--- src/rtl/cipher_arbiter.sv ---
// cipher_arbiter: shares one stream_cipher core between two byte channels.
// Ports: clk, rst_n; per channel chN_key/_key_load/_req/_din in,
//        chN_ack/_dout/_dout_valid out; core_key/_key_in/_din/_din_valid
//        out to the core; core_dout/_dout_valid in from the core.
module cipher_arbiter #(
    parameter int BURST_LEN = 4
) (
    input  logic       clk,
    input  logic       rst_n,
    input  logic [7:0] ch0_key,
    input  logic       ch0_key_load,
    input  logic       ch0_req,
    input  logic [7:0] ch0_din,
    output logic       ch0_ack,
    output logic [7:0] ch0_dout,
    output logic       ch0_dout_valid,
    input  logic [7:0] ch1_key,
    input  logic       ch1_key_load,
    input  logic       ch1_req,
    input  logic [7:0] ch1_din,
    output logic       ch1_ack,
    output logic [7:0] ch1_dout,
    output logic       ch1_dout_valid,
    output logic [7:0] core_key,
    output logic       core_key_in,
    output logic [7:0] core_din,
    output logic       core_din_valid,
    input  logic [7:0] core_dout,
    input  logic       core_dout_valid
);
    typedef enum logic [1:0] {
        IDLE   = 2'd0,
        LOAD   = 2'd1,
        STREAM = 2'd2
    } state_t;

    state_t          state_q, state_d;
    logic [1:0][7:0] ctx_q;
    logic [1:0][7:0] key;
    logic [1:0]      key_ok_q;
    logic [1:0]      req, kload, elig;
    logic            owner_vld_q, owner_q;
    logic            sel_q, sel_d, rr_q;
    logic [7:0]      burst_q;
    logic [8:0]      burst_inc;
    logic            iss_q, tag_q;
    logic            issue, exit_s, load_cyc;

    assign req       = {ch1_req, ch0_req};
    assign kload     = {ch1_key_load, ch0_key_load};
    assign key       = {ch1_key, ch0_key};
    assign elig      = req & key_ok_q & ~kload;
    assign burst_inc = {1'b0, burst_q} + 9'd1;

    always_comb begin
        state_d  = state_q;
        sel_d    = sel_q;
        issue    = 1'b0;
        exit_s   = 1'b0;
        load_cyc = 1'b0;
        unique case (state_q)
            IDLE: begin
                if (|elig) begin
                    // tie goes to the channel not served last
                    sel_d   = (&elig) ? ~rr_q : elig[1];
                    state_d = (owner_vld_q && owner_q == sel_d) ? STREAM : LOAD;
                end
            end
            LOAD: begin
                load_cyc = 1'b1;
                // a key load racing the reload leaves the core stale
                state_d  = kload[sel_q] ? IDLE : STREAM;
            end
            STREAM: begin
                if (req[sel_q] && !kload[sel_q]) begin
                    issue  = 1'b1;
                    exit_s = (burst_inc >= 9'(BURST_LEN)) && elig[~sel_q];
                end else begin
                    exit_s = 1'b1;
                end
                if (exit_s) state_d = IDLE;
            end
            default: state_d = IDLE;
        endcase
    end

    always_ff @(posedge clk or negedge rst_n) begin
        if (!rst_n) begin
            state_q     <= IDLE;
            ctx_q       <= '0;
            key_ok_q    <= '0;
            owner_vld_q <= 1'b0;
            owner_q     <= 1'b0;
            sel_q       <= 1'b0;
            rr_q        <= 1'b1;
            burst_q     <= '0;
            iss_q       <= 1'b0;
            tag_q       <= 1'b0;
        end else begin
            state_q <= state_d;
            sel_q   <= sel_d;
            iss_q   <= issue;
            if (issue) tag_q <= sel_q;
            if (exit_s) begin
                rr_q    <= sel_q;
                burst_q <= '0;
            end else if (issue && burst_q != 8'hFF) begin
                burst_q <= burst_q + 8'd1;
            end
            for (int n = 0; n < 2; n++) begin
                if (kload[n]) begin
                    ctx_q[n]    <= key[n];
                    key_ok_q[n] <= 1'b1;
                end else if (issue && sel_q == 1'(n)) begin
                    ctx_q[n] <= ctx_q[n] + 8'd1;
                end
            end
            if (load_cyc) begin
                owner_vld_q <= !kload[sel_q];
                owner_q     <= sel_q;
            end else if (owner_vld_q && kload[owner_q]) begin
                owner_vld_q <= 1'b0;
            end
        end
    end

    assign ch0_ack        = issue & ~sel_q;
    assign ch1_ack        = issue & sel_q;
    assign core_key_in    = load_cyc;
    assign core_key       = load_cyc ? ctx_q[sel_q] : 8'h00;
    assign core_din_valid = issue;
    assign core_din       = issue ? (sel_q ? ch1_din : ch0_din) : 8'h00;
    // core_dout_valid lingers across key_in, so routing uses iss_q
    assign ch0_dout       = core_dout;
    assign ch1_dout       = core_dout;
    assign ch0_dout_valid = iss_q & ~tag_q;
    assign ch1_dout_valid = iss_q & tag_q;

    a_no_overlap: assert property (@(posedge clk) disable iff (!rst_n)
        !(core_key_in && core_din_valid));
    a_core_ret: assert property (@(posedge clk) disable iff (!rst_n)
        iss_q |-> core_dout_valid);
endmodule

--- config.mk ---
export PLATFORM = sky130hd
export DESIGN_NAME = cipher_arbiter
export DESIGN_NICKNAME = d
export VERILOG_FILES = /design/src/rtl/cipher_arbiter.sv
export SDC_FILE = /design/constraint.sdc
export NUM_CORES = 1
export LEC_CHECK = 0
export BUFFER_PORTS_ARGS = -buffer_cell sky130_fd_sc_hd__buf_2
export CORE_ASPECT_RATIO = 0.7
export CORE_MARGIN = 2
export CORE_UTILIZATION = 52
export CTS_BUF_LIST = sky130_fd_sc_hd__clkbuf_8
export DETAILED_ROUTE_END_ITERATION = 6
export PLACE_DENSITY = 0.81
export SLEW_MARGIN = 25
export SYNTH_ARGS = -nofsm -noshare
export SYNTH_HDL_FRONTEND = slang
export SYNTH_SLANG_ARGS = --single-unit
--- constraint.sdc ---
create_clock -name clk -period 2.6 [get_ports clk]
set_clock_uncertainty 0.1 [all_clocks]
set_input_delay 0.52 -clock clk [delete_from_list [all_inputs] [get_ports clk]]
set_output_delay 0.52 -clock clk [all_outputs]
set_load 0.005 [all_outputs]
# Word-level counts from Yosys, hierarchy flattened
# Index checks and enable logic that the tools add are counted.
# Widths: inputs -> output; s select.
[classes] muxes=33 n_addsub=4 reduce_logical=17 n_lt_le_gt_ge=4 n_bitwise=10 eq_ne=6
[op_table] operator="$mux 8" count=11
[op_table] operator="$add 8x1->8 const B" count=3
[op_table] operator="$mux 1" count=17
[op_table] operator="$add 8x1->9 const B" count=1
[op_table] operator="$ge 9x3->1 const B" count=1
[op_table] operator="$mux 2" count=4
[op_table] operator="$ne 8x8->1 const B" count=1
[op_table] operator="$reduce_bool 2->1" count=4
[op_table] operator="$logic_and 1x1->1" count=7
[op_table] operator="$lt 1x2->1 const B" count=3
[op_table] operator="$pmux 2 s3" count=1
[op_table] operator="$reduce_and 2->1" count=3
[op_table] operator="$and 1x1->1" count=4
[op_table] operator="$and 2x2->2" count=2
[op_table] operator="$ne 2x2->1 const B" count=2
[op_table] operator="$not 1->1" count=3
[op_table] operator="$eq 2x1->1 const B" count=1
[op_table] operator="$eq 2x2->1 const B" count=1
[op_table] operator="$logic_not 2->1" count=1
[op_table] operator="$not 2->2" count=1
[op_table] operator="$reduce_or 2->1" count=1
[op_table] operator="$eq 1x1->1" count=1
[op_table] operator="$logic_not 1->1" count=1
[totals] register_bits=34 output_inout_bits=38 in_bits=47

# Depth between registers and ports, before layout
[logic_depth] ltp_word=9 ltp_mapped=7 ltp_nobuf=6

# Worst setup path before layout
# Ideal clock, no wire load.
[synth_timing] kind="input -> output" start="input ch1_req" end="output core_din[0]" t_required_ps=1980 cell_stages=4 slack_ps=611 t_arrival_ps=1369 path_buffers=1 cell_sequence="and3b_1 o21ai_2 clkbuf_1 nor2_1"
[synth_between] elab_chain_cells=6
[synth_rtl] element="from (decl)" line_no="19" text="input logic ch1_req,"
[synth_rtl] element="$mux 1 (not written as such) (2 in series)" line_no="75" text="if (req[sel_q] && !kload[sel_q]) begin"
[synth_rtl] element="$logic_and 1x1->1" line_no="75"
[synth_rtl] element="$mux 1" line_no="75"
[synth_rtl] element="$mux 1" line_no="61" text="unique case (state_q)"
[synth_rtl] element="$mux 8" line_no="132" text="assign core_din = issue ? (sel_q ? ch1_din : ch0_din) : 8'h00;"
[synth_rtl] element="to (decl)" line_no="26" text="output logic [7:0] core_din,"
# No other way between the ends. The select of a mux whose other input is x is not followed.

# Worst setup path after layout
[layout_timing] start="register state_q[0]" end="output ch1_ack"
[layout_between] elab_chain_cells=3
[layout_rtl] element="from (decl)" line_no="37" text="state_t state_q, state_d;"
[layout_rtl] element="from (signal assigned)" line_no="100" text="state_q <= state_d;"
[layout_rtl] element="$eq 2x2->1" line_no="61"
[layout_rtl] element="$mux 1" line_no="61"
[layout_rtl] element="$and 1x1->1" line_no="128" text="assign ch1_ack = issue & sel_q;"
[layout_rtl] element="to (decl)" line_no="21" text="output logic ch1_ack,"
# No other way between the ends.

==> flow_summary.yaml <==
status:
  outcome: "finished clean"
logic_synthesis:
  synth_commonest_cells: "40 x nor2_1, 33 x dfrtp_1, 21 x nand2_1"
  yosys-top-cells-area: "dfrtp_1 35%, mux2i_1 8.4%, nor2_1 6.3%"
  syn_inst: 278
  ys_seq_area_share_pct: 35.7
  yosysTopAreaCellShare_pct: 34.6
  yosysWarnings: 0
  synth_area_leader_cell: "dfrtp_1"
  synth-seq-cells: 34
  synth_flop_cell: "dfrtp_1"
  synthesis.area_um2: 2390
  synth_most_common_cell: "nor2_1"
  syn_area_per_cell_um2: 8.58
  synth_nets: 329
  synth_edf_count: 0
  ys_types: 51
  async_reset_ff_share_pct: 100
cts:
  hold_buffers: 0
  post_cts_resized: 0
  cts_tree: "yes"
  clkSinkCount: 34
  cts.clk_slew.worst_paths_ns: 0.07
  clk_latency_ns: 0.29
  htree_num_levels: 2
  cts_setup_buffers: 0
  cts_root_buf: "clkbuf_8"
  cts-buffers-inserted: 5
  cts_max_path_buffers: 2
global_routing:
  grt_overflow: 0
  track_usage_pct: 23.1
  antenna_found_initial: 0
  grt_start_max_net_pins: 35
  grt_pass1_vias: 1967
  grt_first_pass_wirelength_um: 9190
critical_path:
  cp-end-kind: "primary output"
  r2r_cells: 6
  r2r-end: "ctx_q[15]"
  worst-endpoint-required_ns: 1.98
  crit_type: "flop to primary output"
  worst_ep_arrival_time_ns: 1.82
  rrSetupSlack_ns: 0.42
  start_kind: "flop"
  cp_max_fo: 12
  r2r_start: "state_q[0]"
floorplanning:
  initial_utilization_pct: 54.5
  core_area_um2: 4380
  rows: 20
  die_height_um: 60.7
  dieArea_um2: 5160
  die_w_um: 85.0
  ios: 85
timing:
  slew_viol_final: 0
  hold_violations: 0
  tns_ns: 0
  setup_viol: 0
  rsz0062_at_grt: "no"
  clock.fmax_mhz: 409
  fin_crit_sh_pct: 94.0
  worst_pin_slew_ns: 0.778
  slew_headroom_pct: 48.1
  layout_min_cycle_time_ns: 2.44
  whs_ns: 0.203
cells_and_area:
  fin_nets: 374
  final_cells: 379
  drive_above_1_share_pct: 27.5
  diodes: 0
  syn2layout_area_growth_pct: 13.8
detailed_routing:
  vias_per_cell: 5.82
  via_count: 2204
  wl_um: 5770
  first_pass_iters: 5
  ant_nets: 0
  drc: 0
  wire_per_inst_um: 15.2
  drt_iter0_markers: 177
pwr:
  p_total_w: 0.00183
  power_density_nw_per_um2: 674
  leakage_nw: 1.36
  peakVddDrop_mv: 0.322
placement:
  portBuffers: 59
  post-place-cells: 371
  dp_hpwl_um: 4230
  gp_congestion: 0.914
flow_run:
  maxCapViolCount: 0
min_path:
  hold_class: "input pin to asynchronous set/reset pin"
-- worst max path at each step --
stage | slack (ns) | endpoint | from | depth (start not counted)
floorplan | 0.61 | core_din[0] | ch1_req | 4
global placement | 0.40 | core_din[1] | ch0_key_load | 6
detailed placement | 0.36 | core_din[1] | ch0_key_load | 6
CTS | 0.19 | ch1_ack | state_q[1] | 4
global route | 0.01 | ch1_ack | state_q[1] | 4
finish | 0.16 | ch1_ack | state_q[0] | 4
-- critical path, cell delays in order (launching register included) --
cell     delay [ns]
dfrtp_1        0.43
nor2b_1        0.35
nand3_1        0.32
inv_2          0.28
buf_2          0.15
-- cells by family (layout without fill, tap and decap cells) --
| kind of cell | after synthesis | after routing | synth area share (%) |
|---|---|---|---|
| and+or+nand+nor | 115 | 115 | 24.2 |
| muxes | 20 | 20 | 8.39 |
| xor gates and xnor gates | 6 | 6 | 2.20 |
| AOI/OAI and AO/OA | 61 | 61 | 18.6 |
| DFF | 34 | 34 | 35.7 |
| adders and majority gates | 4 | 4 | 2.10 |
| buffers and inverters | 38 | 84 | 8.76 |
-- area by class of cell --
type,instances,area (µm²)
clock inverters,2,8.76
fillers,390,1660
well taps,55,68.8
clock buffers,6,82.6
flip-flops and latches,34,852
inverters,12,45.0
repair buffers,64,333
multi-input cells,206,1330
-- layer usage --
layer | vias to the layer above | part of all wire, % | routed length (µm) | global-route usage (%)
li1 | 1057 | - | - | -
met4 | 0 | 1.6 | 91 | 9.75
met1 | 1044 | 47 | 2700 | 31.3
met3 | 10 | 8.6 | 493 | 5.71
met2 | 93 | 43 | 2480 | 36.2
met5 | - | 0 | 0 | 0
-- where the power goes --
part           switching (W)  total, W  leakage, nW  internal [W]
Clock               0.000196  0.000406       0.0524      0.000210
Sequential          0.000115  0.000739        0.419      0.000624
Combinational       0.000373  0.000684        0.886      0.000310
-- sequential cells by signal (all words and copies together) (netlist names) --
| register | count |
|---|---|
| iss_q | 1 |
| ctx_q | 16 |
| state_q | 2 |
| key_ok_q | 2 |
| burst_q | 8 |
| sel_q | 1 |
| owner_vld_q | 1 |
| owner_q | 1 |
| tag_q | 1 |
| rr_q | 1 |
-- per-stage QoR --
step	cell area [µm²]	util (%)	worst slack [ns]
floorplan	2390	-	0.611
global placement	2620	59.9	0.398
detailed placement	2620	59.9	0.360
CTS	2720	62.0	0.191
global route	2720	62.0	0.0119
finish	2720	62.0	0.156
-- cell usage in the layout (no fill, tap or decap), types with 6 or more instances in the layout --
cell type and count:
nand3_1 8, a21oi_1 12, o21ai_0 13, dfrtp_1 33, nor3_1 10, nand2_1 21, buf_2 59, inv_1 11
clkbuf_8 6, nor2_1 40, mux2i_1 20
Note: power is estimated with default switching activity, not from simulation.
